`config.mk`:
```
export PLATFORM = sky130hd
export DESIGN_NAME = audio_i2s_tx
export DESIGN_NICKNAME = d
export VERILOG_FILES = /design/src/rtl/audio_pkg.sv /design/src/rtl/audio_sample_fifo.sv /design/src/rtl/audio_i2s_tx.sv
export SDC_FILE = /design/constraint.sdc
export NUM_CORES = 1
export LEC_CHECK = 0
export BUFFER_PORTS_ARGS = -buffer_cell sky130_fd_sc_hd__buf_2
export CAP_MARGIN = 20
export CORE_ASPECT_RATIO = 1.5
export CORE_MARGIN = 3
export CORE_UTILIZATION = 60
export DETAILED_ROUTE_END_ITERATION = 8
export PLACE_DENSITY_LB_ADDON = 0.2
export SLEW_MARGIN = 30
export SYNTH_ARGS = -nofsm -noshare
export SYNTH_HDL_FRONTEND = slang
export SYNTH_SLANG_ARGS = --single-unit
```
`constraint.sdc`:
```
create_clock -name clk -period 4.1 [get_ports clk]
set_input_delay 0.205 -clock clk [delete_from_list [all_inputs] [get_ports clk]]
set_output_delay 0.205 -clock clk [all_outputs]
set_load 0.05 [all_outputs]
```
`src/rtl/audio_pkg.sv`:
```
// ----------------------------------------------------------------------------
// audio_pkg
//   Shared constants and the stereo frame type for the I2S transmit path.
//   SAMPLE_W    : bits per channel sample
//   SLOT_W      : BCLKs per channel slot (frame = 2*SLOT_W BCLKs)
//   FIFO_DEPTH  : default frame buffer depth (power of 2, >= 2)
//   BCLK_HALF   : default clk cycles per BCLK half-period
//   audio_frame_t : {left, right}, left in the upper half of the packed word
// ----------------------------------------------------------------------------
package audio_pkg;

    localparam int SAMPLE_W   = 16;
    localparam int SLOT_W     = 32;
    localparam int FIFO_DEPTH = 8;
    localparam int BCLK_HALF  = 8;

    typedef struct packed {
        logic [SAMPLE_W-1:0] left;
        logic [SAMPLE_W-1:0] right;
    } audio_frame_t;

endpackage

```
`src/rtl/audio_sample_fifo.sv`:
```
// ----------------------------------------------------------------------------
// audio_sample_fifo
//   Synchronous show-ahead FIFO of stereo frames. rd_data always presents the
//   head entry; rd pops it. A write is refused while full, even in a cycle that
//   also pops. Simultaneous write and pop leave the level unchanged.
// Ports
//   clk, reset          : clock, synchronous active-high reset
//   wr, wr_data         : write request and frame
//   rd, rd_data         : pop request and head frame (valid when !empty)
//   full, empty, level  : occupancy status
// ----------------------------------------------------------------------------
module audio_sample_fifo
    import audio_pkg::*;
#(
    parameter int  DEPTH   = FIFO_DEPTH,
    parameter type frame_t = audio_frame_t
) (
    input  logic                   clk,
    input  logic                   reset,
    input  logic                   wr,
    input  frame_t                 wr_data,
    input  logic                   rd,
    output frame_t                 rd_data,
    output logic                   full,
    output logic                   empty,
    output logic [$clog2(DEPTH):0] level
);

    localparam int AW = $clog2(DEPTH);
    localparam int LW = AW + 1;

    frame_t        mem [DEPTH];
    logic [AW-1:0] wr_ptr;
    logic [AW-1:0] rd_ptr;
    logic          wr_en;
    logic          rd_en;

    assign full    = (level == LW'(DEPTH));
    assign empty   = (level == '0);
    assign wr_en   = wr && !full;
    assign rd_en   = rd && !empty;
    assign rd_data = mem[rd_ptr];

    // NOTE: the storage array is deliberately not reset; pointers and level
    // decide which entries are valid, and an unreset array can map to RAM.
    always_ff @(posedge clk) begin
        if (wr_en) begin
            mem[wr_ptr] <= wr_data;
        end
    end

    // Pointers wrap naturally because DEPTH is a power of two.
    always_ff @(posedge clk) begin
        if (reset) begin
            wr_ptr <= '0;
            rd_ptr <= '0;
            level  <= '0;
        end else begin
            if (wr_en) wr_ptr <= wr_ptr + 1'b1;
            if (rd_en) rd_ptr <= rd_ptr + 1'b1;
            case ({wr_en, rd_en})
                2'b10:   level <= level + 1'b1;
                2'b01:   level <= level - 1'b1;
                default: level <= level;
            endcase
        end
    end

endmodule

```
`src/rtl/audio_i2s_tx.sv`:
```
// ----------------------------------------------------------------------------
// audio_i2s_tx
//   I2S master serializer for the WM8731 DAC path. Stereo frames arrive over
//   valid/ready into a small FIFO; the serializer generates BCLK and LRCK and
//   shifts each sample MSB-first, one BCLK after the LRCK transition. When the
//   FIFO is empty at a frame start, silence is played and underflow pulses.
//
//   Optional feature: define AUDIO_TX_UFLOW_CNT_EN to build the saturating
//   underflow event counter; otherwise underflow_count is tied to zero.
//
// Ports
//   clk, reset       : clock, synchronous active-high reset
//   s_data, s_valid  : frame {left, right} and its valid
//   s_ready          : FIFO can accept a frame (= !full)
//   enable           : run the serializer; low holds the I2S outputs idle
//   bclk, lrclk      : I2S bit clock and word select (0 = left, 1 = right)
//   dacdat           : serial data, updated only on bclk falling edges
//   fifo_level       : frames currently stored
//   underflow        : one-clk pulse per frame start with an empty FIFO
//   underflow_count  : saturating count of underflow pulses (optional)
// ----------------------------------------------------------------------------
module audio_i2s_tx
    import audio_pkg::*;
#(
    parameter int SAMPLE_W   = audio_pkg::SAMPLE_W,
    parameter int FIFO_DEPTH = audio_pkg::FIFO_DEPTH,
    parameter int BCLK_HALF  = audio_pkg::BCLK_HALF,
    parameter int SLOT_W     = audio_pkg::SLOT_W
) (
    input  logic                          clk,
    input  logic                          reset,
    input  logic [2*SAMPLE_W-1:0]         s_data,
    input  logic                          s_valid,
    output logic                          s_ready,
    input  logic                          enable,
    output logic                          bclk,
    output logic                          lrclk,
    output logic                          dacdat,
    output logic [$clog2(FIFO_DEPTH):0]   fifo_level,
    output logic                          underflow,
    output logic [15:0]                   underflow_count
);

    typedef struct packed {
        logic [SAMPLE_W-1:0] left;
        logic [SAMPLE_W-1:0] right;
    } frame_t;

    localparam int               CNT_W    = $clog2(2 * SLOT_W);
    localparam int               DIV_W    = (BCLK_HALF > 1) ? $clog2(BCLK_HALF) : 1;
    localparam logic [CNT_W-1:0] CNT_LAST = CNT_W'(2 * SLOT_W - 1);
    localparam logic [CNT_W-1:0] SLOT_LEN = CNT_W'(SLOT_W);
    localparam logic [DIV_W-1:0] DIV_LAST = DIV_W'(BCLK_HALF - 1);

    // ------------------------------------------------------------------------
    // Frame buffer
    // ------------------------------------------------------------------------
    frame_t fifo_head;
    logic   fifo_full;
    logic   fifo_empty;
    logic   frame_start;

    audio_sample_fifo #(
        .DEPTH   (FIFO_DEPTH),
        .frame_t (frame_t)
    ) u_fifo (
        .clk     (clk),
        .reset   (reset),
        .wr      (s_valid),
        .wr_data (frame_t'(s_data)),
        .rd      (frame_start),
        .rd_data (fifo_head),
        .full    (fifo_full),
        .empty   (fifo_empty),
        .level   (fifo_level)
    );

    assign s_ready = !fifo_full;

    // ------------------------------------------------------------------------
    // Bit position decode for the next falling edge
    // ------------------------------------------------------------------------
    logic [DIV_W-1:0]    div_cnt;
    logic [CNT_W-1:0]    bit_cnt;
    logic [CNT_W-1:0]    bit_cnt_next;
    logic [CNT_W-1:0]    slot_pos;
    logic                in_right;
    logic                fall_edge;
    logic                next_bit;
    logic [SAMPLE_W-1:0] left_hold;
    logic [SAMPLE_W-1:0] right_hold;
    logic [SAMPLE_W-1:0] slot_word;

    assign fall_edge    = enable && bclk && (div_cnt == DIV_LAST);
    assign bit_cnt_next = (bit_cnt == CNT_LAST) ? '0 : bit_cnt + 1'b1;
    assign frame_start  = fall_edge && (bit_cnt == CNT_LAST);
    assign in_right     = (bit_cnt_next >= SLOT_LEN);
    assign slot_pos     = in_right ? (bit_cnt_next - SLOT_LEN) : bit_cnt_next;
    assign slot_word    = in_right ? right_hold : left_hold;

    // Slot position p in 1..SAMPLE_W carries sample bit SAMPLE_W-p; position 0
    // (the I2S one-BCLK delay) and the padding after the sample carry zero.
    // NOTE: next_bit gets a default before the loop so every path assigns it
    // and no latch is inferred.
    always_comb begin
        next_bit = 1'b0;
        for (int i = 0; i < SAMPLE_W; i++) begin
            if (int'(slot_pos) == SAMPLE_W - i) begin
                next_bit = slot_word[i];
            end
        end
    end

    // ------------------------------------------------------------------------
    // Clock divider, bit counter, hold registers and outputs.
    // Reset and idle share the same state so neither resumes a partial frame.
    // ------------------------------------------------------------------------
    // NOTE: all state here uses non-blocking assignments so every register
    // samples pre-edge values regardless of statement order.
    always_ff @(posedge clk) begin
        if (reset || !enable) begin
            div_cnt    <= '0;
            bclk       <= 1'b0;
            bit_cnt    <= CNT_LAST;
            lrclk      <= 1'b0;
            dacdat     <= 1'b0;
            left_hold  <= '0;
            right_hold <= '0;
            underflow  <= 1'b0;
        end else begin
            underflow <= 1'b0;

            if (div_cnt == DIV_LAST) begin
                div_cnt <= '0;
                bclk    <= !bclk;
            end else begin
                div_cnt <= div_cnt + 1'b1;
            end

            if (fall_edge) begin
                bit_cnt <= bit_cnt_next;
                lrclk   <= in_right;
                dacdat  <= next_bit;
            end

            // The new frame starts at position 0, which always sends zero, so
            // the hold registers can be loaded in the same clk.
            if (frame_start) begin
                if (fifo_empty) begin
                    left_hold  <= '0;
                    right_hold <= '0;
                    underflow  <= 1'b1;
                end else begin
                    left_hold  <= fifo_head.left;
                    right_hold <= fifo_head.right;
                end
            end
        end
    end

`ifdef AUDIO_TX_UFLOW_CNT_EN
    // Counts every underflow pulse, saturating; only reset clears it.
    always_ff @(posedge clk) begin
        if (reset) begin
            underflow_count <= '0;
        end else if (frame_start && fifo_empty && (underflow_count != 16'hFFFF)) begin
            underflow_count <= underflow_count + 16'd1;
        end
    end
`else
    assign underflow_count = 16'h0000;
`endif

endmodule

```
Yosys cells after proc, flatten, opt, wreduce, memory -nomap -nowiden
Memories as Yosys holds them, arrays and structs flattened. A register that Yosys moved wholly into a read port is not among the register bits. Index checks and enable logic that the tools add are counted.

Register bits after elaboration: 55. RAM bits: 256. Input bits: 36. Memories kept: 1.

Memories: u_fifo.mem (words 8, bits a word 32, rd ports 1, clocked after Yosys merged registers in 1, wr ports 1, RTL line audio_sample_fifo.sv:32) `frame_t mem [DEPTH];`.

Add/subtract/negate cells: 7. $lt $le $gt $ge: 1. Equal/unequal tests: 21. Mux-type cells: 27. Bitwise gates (word level): 1. Reduce and logical (&&, ||, !) cells: 14.

Operator list (count): $eq A6 B5 Y1 const B (8); $mux W16 (3); $eq A6 B4 Y1 const B (4); $mux W1 (19); $eq A6 B3 Y1 const B (2); $eq A6 B6 Y1 const B (2); $mux W6 (2); $add A3 B1 Y3 const B (3); $pmux W4 S2 (1); $add A6 B1 Y6 const B (1); $eq A6 B2 Y1 const B (1); $ge A6 B6 Y1 const B (1); $mux W3 (2); $sub A6 B6 Y6 const B (1); $logic_and A1 B1 Y1 (5); $add A4 B1 Y4 const B (1); $eq A4 B4 Y1 const B (1); $logic_not A1 Y1 (4); $logic_not A4 Y1 (1); $reduce_or A2 Y1 (2); $sub A4 B1 Y4 const B (1); $eq A3 B3 Y1 const B (1); $eq A2 B1 Y1 const B (1); $eq A2 B2 Y1 const B (1); other kinds (3) (3).

Logic depth before layout (Yosys ltp)
Gate-level depths: netlist of the first run.

Depth in word-level cells: 21. Depth in mapped cells: 14. Mapped depth without buffers: 13.

By module
Synthesis of the first run repeated with hierarchy kept, for this count alone.

Cells, all modules: 752. Area, all modules: 13018.7 µm².

Modules (own cells, without submodules): audio_sample_fifo (instances 1, cells each 445, area each 10438.8 µm²); audio_i2s_tx (instances 1, cells each 307, area each 2580.0 µm²).

Worst setup path after synthesis of the first run
Ideal clock, no wire load.

Path type: register to register. Start: register u_fifo.level[0]. End: memory u_fifo.mem[0][0] in the netlist's numbering, enable pin. Setup time: 0.461 ns. Arrival: 3.963 ns. Slack: -0.324 ns. Cell stages (with the launch flop): 6. Buffers on the path: 0. Period minus slack after synthesis: 4.424 ns. Cells stage by stage: dfxtp_1 nor3_1 nand2_1 nand2_1 or2_2 nor3_1.

Cells in the longest elaborated chain, start to end: 5.

Ends and longest elaborated chain: from (decl) (RTL line audio_sample_fifo.sv:26) `output logic [$clog2(DEPTH):0] level`; from (signal assigned) (RTL line audio_sample_fifo.sv:62) `2'b10: level <= level + 1'b1;`; from (signal assigned) (RTL line audio_sample_fifo.sv:63) `2'b01: level <= level - 1'b1;`; from (signal assigned) (RTL line audio_sample_fifo.sv:64) `default: level <= level;`; $eq A4 B4 Y1 (RTL line audio_sample_fifo.sv:38) `assign full = (level == LW'(DEPTH));`; $logic_not A1 Y1; via s_ready (RTL line audio_i2s_tx.sv:34) `output logic s_ready,`; $logic_and A1 B1 Y1 (RTL line audio_sample_fifo.sv:40) `assign wr_en = wr && !full;`; $mux W1 (RTL line audio_sample_fifo.sv:47) `if (wr_en) begin`; $mux W1 (implied by the code) (RTL line audio_sample_fifo.sv:48) `mem[wr_ptr] <= wr_data;`; to (decl) (RTL line audio_sample_fifo.sv:32).

The timed path passes the listed nets, and every way through them passes these cells.

Final worst setup path of the first run
Start: register bit_cnt[1]. End: register u_fifo.level[3].

Cells in the longest elaborated chain, start to end: 5. Elaborated cells on any way between the ends: 7. Those cells by class: eq/ne: 3; mux: 1; reduce/logical: 3.

Ends and longest elaborated chain: from (decl) (RTL line audio_i2s_tx.sv:84) `logic [CNT_W-1:0] bit_cnt;`; from (signal assigned) (RTL line audio_i2s_tx.sv:141) `bit_cnt <= bit_cnt_next;`; $eq A6 B6 Y1 (*) (RTL line audio_i2s_tx.sv:96) `assign frame_start = fall_edge && (bit_cnt == CNT_LAST);`; $logic_and A1 B1 Y1 (*) (RTL line audio_i2s_tx.sv:96); $logic_and A1 B1 Y1 (*) (RTL line audio_sample_fifo.sv:41) `assign rd_en = rd && !empty;`; $eq A2 B1 Y1 or $eq A2 B2 Y1 (tied branches) (RTL line audio_sample_fifo.sv:61) `case ({wr_en, rd_en})`; $pmux W4 S2 or $reduce_bool A2 Y1 (tied branches).

Mark *: on every way between the ends. The rest lies on a longest branch, timed or not. A chain may end at the register's enable or synchronous reset.

==> results of run 1 <==
## metrics by stage
step	hold WS, ns	std cells	worst slack, ns	power, mW	utilization, %
3_3_place_gp	0.411	1017	1.16	3.79	64.0
5_1_grt	0.177	1101	0.699	6.46	69.9
3_5_place_dp	0.436	1017	1.01	3.80	64.0
2_1_floorplan	0.274	745	0.553	3.72	-
4_1_cts	0.152	1101	1.01	6.30	69.9
6_report	0.161	1101	0.979	6.26	69.9
## registers in the layout, indices dropped and copies added (netlist names), named ones only
name / count
u_fifo.mem: 256
left_hold: 16
right_hold: 16
bit_cnt: 6
u_fifo.level: 4
div_cnt: 3
u_fifo.rd_ptr: 3
u_fifo.wr_ptr: 3
bclk: 1
dacdat: 1
lrclk: 1
underflow: 1
## logic make-up after synthesis
group	count (synthesis)	share of synthesized area (%)
adders and majority gates	13	1.35
AOI/OAI and AO/OA	86	4.85
DFF	314	70.3
xor gates and xnor gates	10	0.696
other	1	0.0298
muxes	107	15.2
buffers and inverters	63	2.57
and+or+nand+nor	136	5.00
## worst max path at each step
stage	start	endpoint	slack [ns]	cells after the start
global placement	bit_cnt[0]	u_fifo.level[3]	1.16	12
CTS	bit_cnt[1]	u_fifo.level[3]	1.01	12
detailed placement	bit_cnt[0]	u_fifo.level[3]	1.01	12
global route	bit_cnt[1]	u_fifo.level[3]	0.70	12
finish	bit_cnt[1]	u_fifo.level[3]	0.98	12
floorplan	u_fifo.level[0]	u_fifo.mem[2][0]	0.55	5
## per-layer routing
metal | wire [µm] | share of wire (%) | vias to the layer above | track usage (%)
li1 | - | - | 3028 | -
met1 | 9800 | 39 | 3430 | 28.7
met2 | 13500 | 54 | 145 | 40.8
met3 | 960 | 3.9 | 43 | 2.50
met4 | 606 | 2.4 | 0 | 6.23
met5 | 0 | 0 | - | 0
## cell type report
class	instances	area (µm²)
timing repair buffer	96	708
sequential	314	8850
tap	264	330
multi-input combinational	368	3540
fill	1359	6160
inverter	9	33.8
clock inverter	10	136
clock buffer	40	734
## cells in the final DEF (no fill, tap or decap), drive strengths merged, types with 4 or more instances in the layout
cell type,n
a21oi,10
a22oi,32
a31oi,4
and3,5
buf,62
clkbuf,40
conb,16
dfxtp,58
dlygate4sd3,34
edfxtp,256
ha,12
inv,10
mux2,35
mux2i,8
mux4,64
nand2,28
nand2b,4
nand3,13
nor2,60
nor3,11
o21ai,14
xnor2,5
xor2,5
## worst max-delay path, stage by stage (launching register included)
cell and delay, ns:
dfxtp_1 0.47, ha_1 0.41, nand3_1 0.19, nor2_1 0.23
nand4_1 0.17, nor2_2 0.18, ha_1 0.21, ha_1 0.26
a21o_1 0.18, a21oi_1 0.17, xnor2_1 0.09, or3_1 0.32
a21oi_1 0.16
## report_power, final
| group | switching, mW | internal [mW] |
|---|---|---|
| registers | 0.0173 | 3.50 |
| clock network | 1.07 | 1.43 |
| logic | 0.150 | 0.0874 |
| total | 1.24 | 5.02 |
==> reports/metrics.yaml, run 1 <==
yosysWarnings: 0
cp-end-kind: "register"
finalSetupViolCount: 0
tightest_slew_ns: 0.978
routed_via_density: 6.04
ys.flop_type: "edfxtp_1"
yosys-top-cells-area: "edfxtp_1 61%, mux4_2 11%, dfxtp_1 9.2%"
ys_async_sr_fraction_pct: 0
synthesis.instances: 730
cts_max_level: 1
ctsResizeCount: 0
r2r_setup_slack_ns: 0.98
grt_pass1_vias: 6989
hold_viol: 0
rsz0062_at_grt: "no"
die_y_um: 183
initial_core_util_pct: 61.4
gp_congestion: 0.887
drc: 0
antenna_found_initial: 0
clock.fmax_mhz: 320
fin_setup_tns_ns: 0
min_period_ns: 3.12
dieArea_um2: 22800
grt_util_all_layers_pct: 22.4
die_width_um: 124
io_buffers: 44
crit-reg2reg-launch: "bit_cnt[1]"
cts_buffers: 27
ios: 61
rows: 64
cts_tree: "yes"
worstReg2RegEnd: "u_fifo.level[3]"
finClkSkew_ns: 0.0146
clockBufferDepth: 3
hold_end: "bit_cnt[4]"
first_pass_iters: 5
grt-ovfl-total: 0
nNetsFinal: 865
maxSlewHeadroom_pct: 34.7
ant_nets: 0
dpl_cell_area_um2: 13100
critPathMaxFanout: 11
grt_max_degree: 37
grt_pass1_wl_um: 39700
power_density_nw_per_um2: 436
drtIter0Drc: 503
yosys_register_bits: 314
max_cap_viol_count: 0
worstSkewPairLatency_ns: 0.54
drv_slew: 0
status: "finished clean"
drt_wl_total_um: 24900
synth_edf_count: 256
cts.reportedPaths.clkPinSlew_ns: 0.07
drive_gt1_share_pct: 26.0
core_area_um2: 20500
hold_path_depth: 4
syn_area_um2: 12600
dpl.hpwl_um: 15600
synth_common_cells: "256 x edfxtp_1, 64 x mux4_2, 59 x nor2_1"
hold_path.class: "in -> reg"
synth_top_cell_by_area: "edfxtp_1"
yosysMostFrequentCell: "edfxtp_1"
synth.top_cell.area_share_pct: 61.1
final_area_um2: 14300
peakVddDrop_v: 0.000408
syn_to_final_growth_pct: 13.9
post_cts_buffers: 0
period_share_pct: 76.1
path_class: "reg -> reg"
arrival_ns: 3.58
syn_avg_cell_area_um2: 17.2
required_ns: 4.56
r2r.worst_path.cells: 12
vias: 6646
cts_sinks: 314
min_from: "enable"
root_buffer: "clkbuf_16"
leakagePower_nw: 4.72
synth_cell_types: 57
worstSetupStartpointType: "register"
hold_buffers: 34
n_antenna_cell: 0
wl_per_cell_um: 22.6
yosysSeqAreaShare_pct: 70.3
(Power assumes the default switching activity.)
==> run 2: changes to the inputs <==
==> constraint.sdc (replaced) <==
create_clock -name clk -period 2.9 [get_ports clk]
set_input_delay 0.145 -clock clk [delete_from_list [all_inputs] [get_ports clk]]
set_output_delay 0.145 -clock clk [all_outputs]
set_load 0.05 [all_outputs]
==> reports/metrics.yaml, run 2 (synthesis results as in run 1) <==
min_period_ns: 2.70  # -0.419 ns
arrival_ns: 3.17  # -0.41 ns
status: "finished clean"
grt_pass1_wl_um: 39400  # -0.73%
hold_path.class: "in -> reg"
worstSetupStartpointType: "register"
initial_core_util_pct: 61.4  # unchanged
power_mw: 9.17  # +47%
grt_max_degree: 36  # -2.7%
period_share_pct: 93.2  # +17 points
routed_via_density: 5.98  # -0.93%
path_class: "reg -> reg"
clock.fmax_mhz: 370  # +16%
dpl_cell_area_um2: 13200  # +0.86%
final_common_cell: "edfxtp_1"
grt_use_met1_pct: 28.1  # -0.61 points
dp_cells: 1029  # +1.2%
grt_util_met3_pct: 2.73  # +0.23 points
ant_nets: 0  # unchanged
core_area_um2: 20500  # unchanged
nNetsFinal: 878  # +1.5%
drtIter0Drc: 501  # -0.40%
mostFrequentLayoutCells: "256 x edfxtp_1, 64 x mux4_2, 52 x nor2_1, 51 x dfxtp_1, 44 x buf_2"
power_density_nw_per_um2: 628  # +44%
largestRegisters: "u_fifo.mem x256, left_hold x16, right_hold x16"
grt_pass1_vias: 7014  # +0.36%
post_cts_buffers: 0  # unchanged
wl_per_cell_um: 22.4  # -1.1%
dieArea_um2: 22800  # unchanged
io_buffers: 44  # unchanged
final_util_pct: 71.2  # +1.3 points
cts.reportedPaths.clkPinSlew_ns: 0.07  # about the same
clockBufferDepth: 3  # unchanged
cts_buffers: 28  # +3.7%
dpl.hpwl_um: 16200  # +4.4%
cts_sinks: 314  # unchanged
rows: 64  # unchanged
n_antenna_cell: 0  # unchanged
drive_gt1_share_pct: 29.5  # +3.4 points
ios: 61  # unchanged
worstSkewPairLatency_ns: 0.53  # about the same
grt-ovfl-total: 0  # unchanged
grt-busiest-layer: "met2"
max_cap_viol_count: 0  # unchanged
critPathMaxFanout: 6  # -5
maxSlewHeadroom_pct: 60.5  # +26 points
antenna_found_initial: 0  # unchanged
vias: 6668  # +0.33%
die_y_um: 183  # unchanged
syn_to_final_growth_pct: 15.9
final_area_um2: 14600  # +1.8%
cts_max_level: 1  # unchanged
finalSetupViolCount: 0  # unchanged
root_buffer: "clkbuf_16"
cp-end-kind: "register"
grt_util_all_layers_pct: 22.2  # -0.17 points
r2r_setup_slack_ns: 0.20  # -0.78 ns
required_ns: 3.37  # -1.19 ns
leakagePower_nw: 4.85  # +2.9%
gp_congestion: 0.925  # +4.2%
regMostFlops: "u_fifo.mem"
instances_no_fill: 1115  # +1.3%
die_width_um: 124  # unchanged
use_met2_pct: 40.5  # -0.30 points
drt_wl_total_um: 24900  # +0.20%
largest_register_ffs: 256  # unchanged
first_pass_iters: 5  # unchanged
drc: 0  # unchanged
tightest_slew_ns: 0.592  # -0.385 ns
cts_tree: "yes"
finClkSkew_ns: 0.0124  # -0.00218 ns
rsz0062_at_grt: "no"
hold_viol: 0  # unchanged
drv_slew: 0  # unchanged
peakVddDrop_v: 0.000691  # +69%
fin_setup_tns_ns: 0  # unchanged
run 2: stage by stage:
step | setup WS, ns | hold slack, ns
6_report | 0.198 | 0.112
5_1_grt | 0.0343 | 0.128
4_1_cts | 0.0568 | 0.0920
3_5_place_dp | 0.0780 | 0.409
3_3_place_gp | 0.235 | 0.394
2_1_floorplan | 0.00198 | 0.214
run 2: worst max-delay path: stages, from the launching register on:
cell     delay [ns]
dfxtp_2        0.34
ha_2           0.20
ha_4           0.17
nand2_1        0.11
nor2_2         0.14
nand4_1        0.18
nor2_4         0.17
ha_2           0.20
ha_1           0.23
a21o_1         0.19
a21oi_2        0.15
xnor2_1        0.09
or3_1          0.33
a21oi_1        0.14
run 2: per-layer routing:
| layer | vias up | share of wire [%] |
|---|---|---|
| li1 | 3062 | - |
| met2 | 161 | 55 |
| met4 | 0 | 2.4 |
| met5 | - | 0 |
| met1 | 3402 | 38 |
| met3 | 43 | 4.2 |
run 2: cell type report:
type | count | area [µm²]
repair buffers | 108 | 798
fillers | 1334 | 5910
flip-flops and latches | 314 | 8860
inverters | 9 | 33.8
clock buffers | 37 | 830
well taps | 264 | 330
clock inverters | 15 | 165
multi-input cells | 368 | 3580
run 2: final timing paths:
check             depth (start not counted)         endpoint       start
setup / recovery                         13  u_fifo.level[3]  div_cnt[0]
hold / removal                            4       bit_cnt[4]      enable
setup reg to reg                         13  u_fifo.level[3]  div_cnt[0]
hold reg to reg                           1       div_cnt[0]  div_cnt[0]
run 2: power by group:
| part | internal, mW | switching, mW | total (mW) |
|---|---|---|---|
| clock network | 2.29 | 1.56 | 3.85 |
| logic | 0.128 | 0.217 | 0.345 |
| registers | 4.95 | 0.0245 | 4.97 |
| total | 7.36 | 1.80 | 9.17 |
run 2: timing repair:
| action | in CTS | in global routing |
|---|---|---|
| gates resized for setup | 0 | 5 |
| setup endpoints to repair | 0 | 1 |
| hold buffers | 34 | 0 |
| hold endpoints to repair | 269 | 0 |
==> run 3: changes to the inputs <==
--- a/config.mk
+++ b/config.mk
@@ -7,9 +7,11 @@
 export LEC_CHECK = 0
 export BUFFER_PORTS_ARGS = -buffer_cell sky130_fd_sc_hd__buf_2
 export CAP_MARGIN = 20
+export CELL_PAD_IN_SITES_DETAIL_PLACEMENT = 0
+export CELL_PAD_IN_SITES_GLOBAL_PLACEMENT = 2
 export CORE_ASPECT_RATIO = 1.5
 export CORE_MARGIN = 3
-export CORE_UTILIZATION = 60
+export CORE_UTILIZATION = 46
 export DETAILED_ROUTE_END_ITERATION = 8
 export PLACE_DENSITY_LB_ADDON = 0.2
 export SLEW_MARGIN = 30
==> reports/metrics.yaml, run 3 (synthesis results as in run 1) <==
status: "finished clean"
io_buffers: 44  # unchanged
cp_top_family: "simple AND/OR/NAND/NOR gates"
path_common_cell: "ha_1"
drt_wl_total_um: 26300  # +5.6%
largest_register_ffs: 256  # unchanged
antenna_found_initial: 0  # unchanged
final_util_pct: 54.7  # -16 points
cts_tree: "yes"
rows: 73  # +14%
mostFrequentLayoutCells: "256 x edfxtp_1, 64 x mux4_2, 52 x nor2_1, 52 x dfxtp_1, 44 x buf_2"
crit_buf_inv: 0  # unchanged
routed_via_density: 5.53  # -7.6%
worstSetupStartpointType: "register"
die_y_um: 209  # +14%
nNetsFinal: 880  # +0.23%
grt_pass1_wl_um: 41300  # +4.7%
finalSetupViolCount: 0  # unchanged
wl_per_cell_um: 22.1  # -1.1%
finClkSkew_ns: 0.0188  # +0.00638 ns
cts_sinks: 314  # unchanged
syn_to_final_growth_pct: 16.3
dp_cells: 1102  # +7.1%
power_mw: 9.01  # -1.7%
largestRegisters: "u_fifo.mem x256, left_hold x16, right_hold x16"
ctsResizeCount: 0  # unchanged
required_ns: 3.37  # about the same
fin_setup_tns_ns: 0  # unchanged
switchingPower_mw: 1.82  # +1.0%
dieArea_um2: 29400  # +29%
worst_slack_ns: 0.166  # -0.0322 ns
n_antenna_cell: 0  # unchanged
place_worst_setup_slack_ns: 0.196  # +0.118 ns
grt_max_degree: 65  # +81%
gp_congestion: 0.811  # -12%
instances_no_fill: 1191  # +6.8%
clockBufferDepth: 3  # unchanged
cts_buffers: 29  # +3.6%
max_cap_viol_count: 0  # unchanged
r2r_setup_slack_ns: 0.17  # -0.03 ns
cts_max_level: 1  # unchanged
hold_viol: 0  # unchanged
regMostFlops: "u_fifo.mem"
core_area_um2: 26800  # +31%
final_common_cell: "edfxtp_1"
critPathMaxFanout: 6  # unchanged
grt-ovfl-total: 0  # unchanged
cts.reportedPaths.clkPinSlew_ns: 0.06  # about the same
seqPwrFrac_pct: 55.2  # +1.0 points
clock.fmax_mhz: 366  # -1.2%
dpl.hpwl_um: 16700  # +3.0%
tightest_slew_ns: 0.614  # +0.0214 ns
grt_pass1_vias: 7085  # +1.0%
vias: 6584  # -1.3%
peakVddDrop_v: 0.000543  # -21%
power_density_nw_per_um2: 615  # -2.0%
power_frac_comb_pct: 3.9  # about the same
grt_util_all_layers_pct: 18.2  # -4.0 points
cp-end-kind: "register"
slowest_delay_ns: 0.34  # about the same
die_width_um: 141  # +14%
arrival_ns: 3.21  # +0.04 ns
path_class: "reg -> reg"
ios: 61  # unchanged
hold_path.class: "in -> reg"
period_share_pct: 94.3  # +1.1 points
internal_power_mw: 7.19  # -2.4%
worstSkewPairLatency_ns: 0.55  # +0.02 ns
min_period_ns: 2.73  # +0.0322 ns
leakagePower_nw: 4.83  # -0.52%
drc: 0  # unchanged
slowest_stage: "dfxtp_1"
drive_gt1_share_pct: 28.8  # -0.69 points
clkPwrFrac_pct: 41.0  # -1.0 points
initial_core_util_pct: 47.0  # -14 points
crit_path_cell_trace: "ha_1 -> ha_2 -> nand2_1 -> nor2_2 -> nand4_1 -> nor2_4 -> ha_1 -> ha_1 -> a21o_1 -> a21oi_1 -> xnor2_1 -> or3_1 -> a21oi_1"
root_buffer: "clkbuf_16"
ant_nets: 0  # unchanged
rsz0062_at_grt: "no"
p_sw_share_pct: 20.2  # +0.55 points
drtIter0Drc: 429  # -14%
first_pass_iters: 5  # unchanged
drv_slew: 0  # unchanged
maxSlewHeadroom_pct: 59.1  # -1.4 points
run 3: per-stage QoR:
step | hold WS [ns] | instance area, µm²
floorplan | 0.214 | 12700
global placement | 0.398 | 13400
detailed placement | 0.410 | 13400
CTS | 0.0818 | 14600
global route | 0.126 | 14600
finish | 0.117 | 14600
run 3: worst register-to-register path: stages, from the launching register on:
cell and delay, ns:
dfxtp_1 0.34, ha_1 0.17, ha_2 0.24, nand2_1 0.11, nor2_2 0.15, nand4_1 0.18, nor2_4 0.15, ha_1 0.21
ha_1 0.25, a21o_1 0.17, a21oi_1 0.17, xnor2_1 0.09, or3_1 0.30, a21oi_1 0.13
run 3: timing repair:
item                                    CTS  global route
buffers inserted                          0             0
endpoints found under the setup margin    0             0
endpoints found under the hold margin   269             0
hold buffers                             35             0
run 3: area by class of cell:
class / instances / area [µm²]
inverters: 9 / 33.8
clock inverters: 14 / 139
flip-flops and latches: 314 / 8860
well taps: 337 / 422
clock buffers: 40 / 797
repair buffers: 109 / 833
multi-input cells: 368 / 3560
fillers: 2118 / 12100
run 3: worst paths after layout:
path | from | to | cells after the start
max reg2reg | div_cnt[0] | u_fifo.level[3] | 13
min reg2reg | div_cnt[0] | div_cnt[0] | 1
max | div_cnt[0] | u_fifo.level[3] | 13
min | enable | bit_cnt[4] | 4
run 3: layer usage:
layer | global-route usage, % | part of all wire, % | up-vias
li1 | - | - | 3057
met5 | 0 | 0 | -
met1 | 23.0 | 41 | 3379
met4 | 4.98 | 1.8 | 0
met2 | 33.1 | 54 | 116
met3 | 2.04 | 3.0 | 32
run 3: power by group through the flow:
stage,logic (mW),clock network [mW],registers (mW)
global route,0.379,3.96,4.97
global placement,0.310,0,5.06
detailed placement,0.318,0,5.07
floorplan,0.185,0,5.07
CTS,0.358,3.80,4.97
finish,0.348,3.69,4.97
